==> src/rtl/load_store_unit_pkg.sv <==
// rtl/load_store_unit_pkg.sv - funct3 encodings and lane helpers shared by the load/store unit
package load_store_unit_pkg;

  localparam logic [2:0] F3_LB  = 3'b000;
  localparam logic [2:0] F3_LH  = 3'b001;
  localparam logic [2:0] F3_LW  = 3'b010;
  localparam logic [2:0] F3_LBU = 3'b100;
  localparam logic [2:0] F3_LHU = 3'b101;
  localparam logic [2:0] F3_SB  = 3'b000;
  localparam logic [2:0] F3_SH  = 3'b001;
  localparam logic [2:0] F3_SW  = 3'b010;

  typedef enum logic [1:0] {
    SZ_BYTE = 2'b00,
    SZ_HALF = 2'b01,
    SZ_WORD = 2'b10
  } access_size_e;

  function automatic access_size_e size_of(input logic [2:0] f3);
    access_size_e sz;
    case (f3[1:0])
      2'b00:   sz = SZ_BYTE;
      2'b01:   sz = SZ_HALF;
      default: sz = SZ_WORD;
    endcase
    return sz;
  endfunction

  function automatic logic load_legal(input logic [2:0] f3);
    return (f3 == F3_LB) || (f3 == F3_LH) || (f3 == F3_LW) ||
           (f3 == F3_LBU) || (f3 == F3_LHU);
  endfunction

  function automatic logic store_legal(input logic [2:0] f3);
    return (f3 == F3_SB) || (f3 == F3_SH) || (f3 == F3_SW);
  endfunction

  function automatic logic misaligned(input logic [2:0] f3, input logic [1:0] off);
    logic bad;
    case (size_of(f3))
      SZ_HALF: bad = off[0];
      SZ_WORD: bad = (off != 2'b00);
      default: bad = 1'b0;
    endcase
    return bad;
  endfunction

  function automatic logic [3:0] store_mask(input logic [2:0] f3, input logic [1:0] off);
    logic [3:0] m;
    case (size_of(f3))
      SZ_BYTE: m = 4'b0001 << off;
      SZ_HALF: m = off[1] ? 4'b1100 : 4'b0011;
      default: m = 4'b1111;
    endcase
    return m;
  endfunction

  // Replicating across lanes lets the memory pick any lane with the mask alone.
  function automatic logic [31:0] store_replicate(input logic [2:0] f3, input logic [31:0] d);
    logic [31:0] r;
    case (size_of(f3))
      SZ_BYTE: r = {4{d[7:0]}};
      SZ_HALF: r = {2{d[15:0]}};
      default: r = d;
    endcase
    return r;
  endfunction

endpackage

==> src/rtl/load_store_unit_load_align.sv <==
// rtl/load_store_unit_load_align.sv - selects the addressed byte/half of a memory word and extends it
module load_align
  import load_store_unit_pkg::*;
(
  input  logic [31:0] word,
  input  logic [1:0]  offset,
  input  logic [2:0]  funct3,
  output logic [31:0] load_data
);

  logic [7:0]  byte_sel;
  logic [15:0] half_sel;

  always_comb begin
    byte_sel = 8'h00;
    case (offset)
      2'd0:    byte_sel = word[7:0];
      2'd1:    byte_sel = word[15:8];
      2'd2:    byte_sel = word[23:16];
      default: byte_sel = word[31:24];
    endcase
    half_sel = offset[1] ? word[31:16] : word[15:0];

    load_data = word;
    case (funct3)
      F3_LB:   load_data = {{24{byte_sel[7]}}, byte_sel};
      F3_LBU:  load_data = {24'h000000, byte_sel};
      F3_LH:   load_data = {{16{half_sel[15]}}, half_sel};
      F3_LHU:  load_data = {16'h0000, half_sel};
      default: load_data = word;
    endcase
  end

endmodule

==> src/rtl/load_store_unit.sv <==
// rtl/load_store_unit.sv - multi-cycle load/store sequencer between the core MEMORY stage and data RAM
module load_store_unit
  import load_store_unit_pkg::*;
#(
  parameter int ADDR_WIDTH = 7
) (
  input  logic                  clock,
  input  logic                  reset,
  input  logic                  start,
  input  logic                  is_load,
  input  logic                  is_store,
  input  logic [2:0]            funct3,
  input  logic [31:0]           addr,
  input  logic [31:0]           store_data,
  output logic                  busy,
  output logic                  done,
  output logic                  fault,
  output logic [31:0]           load_data,
  output logic [ADDR_WIDTH-1:0] mem_addr,
  output logic                  mem_read_enable,
  output logic                  mem_write_enable,
  output logic [3:0]            mem_byte_mask,
  output logic [31:0]           mem_write_data,
  input  logic [31:0]           mem_read_data
);

  typedef enum logic [2:0] {
    S_IDLE,
    S_READ,
    S_CAPTURE,
    S_WRITE,
    S_DONE
  } state_e;

  state_e                state_q, state_d;
  logic [ADDR_WIDTH+1:0] addr_q;
  logic [2:0]            funct3_q;
  logic [31:0]           store_data_q;
  logic                  is_load_q;
  logic                  is_store_q;
  logic                  fault_q;
  logic [31:0]           load_data_q;
  logic [31:0]           aligned_data;
  logic                  accept;
  logic                  req_fault;
  logic                  unused_addr_hi;

  // Byte-address bits above the memory size wrap and are deliberately dropped.
  assign unused_addr_hi = ^addr[31:ADDR_WIDTH+2];

  assign accept = start && (state_q == S_IDLE);

  always_comb begin
    req_fault = 1'b0;
    if (is_load) begin
      req_fault = !load_legal(funct3) || misaligned(funct3, addr[1:0]);
    end else if (is_store) begin
      req_fault = !store_legal(funct3) || misaligned(funct3, addr[1:0]);
    end
  end

  always_comb begin
    state_d = state_q;
    case (state_q)
      S_IDLE: begin
        if (start) begin
          if (req_fault || (!is_load && !is_store)) begin
            state_d = S_DONE;
          end else if (is_load) begin
            state_d = S_READ;
          end else begin
            state_d = S_WRITE;
          end
        end
      end
      S_READ:    state_d = S_CAPTURE;
      S_CAPTURE: state_d = S_DONE;
      S_WRITE:   state_d = S_DONE;
      S_DONE:    state_d = S_IDLE;
      default:   state_d = S_IDLE;
    endcase
  end

  always_ff @(posedge clock) begin
    if (reset) begin
      state_q      <= S_IDLE;
      addr_q       <= '0;
      funct3_q     <= 3'b000;
      store_data_q <= 32'h0;
      is_load_q    <= 1'b0;
      is_store_q   <= 1'b0;
      fault_q      <= 1'b0;
      load_data_q  <= 32'h0;
    end else begin
      state_q <= state_d;
      if (accept) begin
        addr_q       <= addr[ADDR_WIDTH+1:0];
        funct3_q     <= funct3;
        store_data_q <= store_data;
        is_load_q    <= is_load;
        is_store_q   <= is_store;
        fault_q      <= req_fault;
      end
      if (state_q == S_CAPTURE) begin
        load_data_q <= aligned_data;
      end
    end
  end

  load_align u_load_align (
    .word      (mem_read_data),
    .offset    (addr_q[1:0]),
    .funct3    (funct3_q),
    .load_data (aligned_data)
  );

  // Outputs are masked by reset so an abandoned request cannot strobe during the reset cycle.
  always_comb begin
    busy             = 1'b0;
    done             = 1'b0;
    fault            = 1'b0;
    mem_addr         = '0;
    mem_read_enable  = 1'b0;
    mem_write_enable = 1'b0;
    mem_byte_mask    = 4'b0000;
    mem_write_data   = 32'h0;
    if (!reset) begin
      busy  = (state_q != S_IDLE);
      done  = (state_q == S_DONE);
      fault = (state_q == S_DONE) && fault_q;
      if (state_q == S_READ) begin
        mem_addr        = addr_q[ADDR_WIDTH+1:2];
        mem_read_enable = is_load_q;
      end
      if (state_q == S_WRITE) begin
        mem_addr         = addr_q[ADDR_WIDTH+1:2];
        mem_write_enable = is_store_q && !is_load_q;
        mem_byte_mask    = store_mask(funct3_q, addr_q[1:0]);
        mem_write_data   = store_replicate(funct3_q, store_data_q);
      end
    end
  end

  assign load_data = load_data_q;

endmodule

==> config.mk <==
export PLATFORM = sky130hd
export DESIGN_NAME = load_store_unit
export DESIGN_NICKNAME = d
export VERILOG_FILES = /design/src/rtl/load_store_unit_pkg.sv /design/src/rtl/load_store_unit_load_align.sv /design/src/rtl/load_store_unit.sv
export SDC_FILE = /design/constraint.sdc
export NUM_CORES = 1
export LEC_CHECK = 0
export ABC_AREA = 0
export CAP_MARGIN = 20
export CORE_MARGIN = 1
export CORE_UTILIZATION = 39
export DETAILED_ROUTE_END_ITERATION = 8
export PLACE_DENSITY = 0.79
export SYNTH_ARGS = -nofsm -noshare
export SYNTH_HDL_FRONTEND = slang
export SYNTH_HIERARCHICAL = 1
export SYNTH_SLANG_ARGS = --single-unit
==> constraint.sdc <==
create_clock -name clock -period 1.55 [get_ports clock]
set_input_delay 0.31 -clock clock [delete_from_list [all_inputs] [get_ports clock]]
set_output_delay 0.31 -clock clock [all_outputs]
set_load 0.01 [all_outputs]
==> out/metrics.cfg <==
[run_status]
outcome=finished with violations
violations=setup timing

[cells_and_area]
finish.utilization_pct=78.3
fin_area_sq_mm=0.00864
drive_gt1_share_pct=45.5
syn2layout_area_growth_pct=91.8
layout.nets=971
layout_commonest_cell=nand2_1
fillerInstances=684
mostFrequentLayoutCells=nand2_1 (136), clkdlybuf4s50_1 (87), dfxtp_1 (75)
diodes=0

[grt]
antenna_found_initial=0
met2_usage_pct=59.4
grt_pass1_vias=5919
grt_first_pass_wirelength_mm=30.0
overflow=0
busiest_layer=met2
grtUsageMet3_pct=5.81
grt_max_degree=36
met1_usage_pct=35.8
track_usage_pct=32.8

[timing]
setup_viol=124
period_needed_ps=1930
fmax_mhz=517
fin_ws_ps=-383
rsz0062_at_grt=yes
min_period_over_period_pct=125
slew_headroom_pct=66.0
maxSlewViolCount=0
hold_violations=0
skew_ps=12.4
tightest_slew_ps=510

[drt]
drt-initial-drc-count=458
drc=0
vias_per_cell=5.89
drtPass1Iterations=5
drt-total-wl_mm=21.4
final_antenna_net_count=0
vias=5963
wl_per_cell_microns=21.2

[floorplanning]
die_area_sq_mm=0.0120
die_w_microns=109
io_pins=184
rows=38
die_h_microns=109
initial_core_util_pct=40.8
core-area_sq_mm=0.0110

[worst_setup_path]
max_stage_delay_ps=370
critPathSlowestCell=dfxtp_4
crit_path_end_kind=primary output
path_class=reg -> out
crit_path_start_kind=flip-flop
cp_max_fo=5
crit_chain=buf_12, buf_16, mux2i_4, nor2_2, a21oi_2, nor2_1, buf_2
crit_required_ps=1240
cp_data_arrival_time_ps=1620

[pwr]
ir_drop_mv=0.575
p_leak_nw=3.61
power.density_mw_per_mm2=802
finalPower_mw=6.93

[hold_path]
hold_path.class=in -> reg

[synth]
seq_area_frac_synth_pct=36.5
synth_cells=616
synth_nets=720
avgSynthCellArea_sq_um=7.31
async_flop_share_pct=0
syn_area_sq_mm=0.00450
synth-main-ff-cell=dfxtp_1
synth-seq-cells=82
synth_edf_count=0
ys_warn_count=6
synth_cell_types=44

[clock_tree]
clockBufferDepth=2
clockRootBuffer=clkbuf_16
clock-sinks=82
clkTransAtPathRegs_ps=60
cts_tree=done
cts_buffers=9
cts_max_level=3
hold_buffers=0
clk_latency_ps=340

[placement]
placed_area_sq_mm=0.00677
gp_congestion=1.02
port-buffer-count=160
post-dp-hpwl_mm=11.6

[flow_run]
cap_violations=0

## report_power, final
group / total (mW) / switching (mW) / internal (mW) / leakage, nW
Clock: 2.22 / 0.918 / 1.30 / 0.142
Sequential: 2.32 / 0.100 / 2.22 / 0.673
Combinational: 2.39 / 1.16 / 1.23 / 2.80
Total: 6.93 / 2.18 / 4.75 / 3.61
## path summary, 6_finish.rpt
kind,start,slack (ps),depth (start not counted),end
setup / recovery,funct3_q[0]$_SDFFE_PP0P_,-380,7,mem_write_data[31]
hold / removal,addr[0],410,4,addr_q[0]$_SDFFE_PP0P_
setup reg to reg,addr_q[1]$_SDFFE_PP0P_,-180,9,load_data[11]$_SDFFE_PP0N_
hold reg to reg,load_data[27]$_SDFFE_PP0N_,450,2,load_data[27]$_SDFFE_PP0N_
## sequential cells by signal, indices dropped and copies added, names as in the netlist
register / cells
is_load_q: 1
fault_q: 1
is_store_q: 1
load_data: 32
addr_q: 9
store_data_q: 32
funct3_q: 3
state_q: 3
## cell families after synthesis
logic type / share of synthesized area (%)
compound gates: 21.6
flops: 36.5
mux: 8.75
simple gates: 25.9
buf+inv: 7.31
## layout make-up
class	instances	area (sq um)	share of cell area, %
Clock buffer	11	243	2.81
Clock inverter	5	62.6	0.724
Inverter	12	45.0	0.522
Multi-Input combinational cell	469	3420	39.6
Sequential cell	82	1660	19.2
Tap cell	140	175	2.03
Timing Repair Buffer	293	3030	35.1
## metal layers
| metal | wire, microns | up-vias |
|---|---|---|
| met5 | 0 | - |
| met1 | 7340 | 2830 |
| met2 | 11100 | 412 |
| li1 | - | 2600 |
| met3 | 1740 | 121 |
| met4 | 1240 | 0 |
## cell usage after synthesis (3+ instances only)
cell,instances,share of area (%)
buf_2,16,1.8
o22ai_1,16,2.2
a21oi_1,116,13
clkbuf_1,24,2.0
nand2_1,175,15
and3_1,8,1.1
buf_4,5,0.83
a311oi_1,7,1.4
buf_6,6,1.5
inv_1,10,0.83
o221ai_1,3,0.58
mux4_1,7,4.1
nor2b_1,10,1.4
o221ai_2,4,1.3
mux2i_1,18,4.0
dfxtp_1,82,36
nor2_1,56,4.7
and2_1,10,1.4
nand2b_1,3,0.42
o21ai_0,12,1.3
## repair_timing
action                     CTS  global route
setup endpoints to repair  132           143
pin swaps                   69            92
cloned                      13             3
setup buffers               36             5
gates resized for setup    359           169
## stage by stage
step | setup TNS [ps] | instances | setup slack [ps] | hold slack [ps]
5_1_grt | -26830 | 1012 | -413 | 413
3_5_place_dp | -33640 | 950 | -483 | 447
4_1_cts | -14730 | 1013 | -363 | 454
3_3_place_gp | -30000 | 950 | -418 | 439
6_report | -20520 | 1012 | -383 | 405
2_1_floorplan | -84.8 | 616 | -8.48 | 432
## worst max-delay path, delay by kind of cell, from the launching register on
| family | cells | cell delay [ps] |
|---|---|---|
| AOI/OAI and AO/OA | 1 | 130 |
| buffers and inverters | 3 | 370 |
| DFF | 1 | 370 |
| muxes | 1 | 280 |
| and+or+nand+nor | 2 | 130 |
No activity file was read; power rests on OpenSTA's default activity.
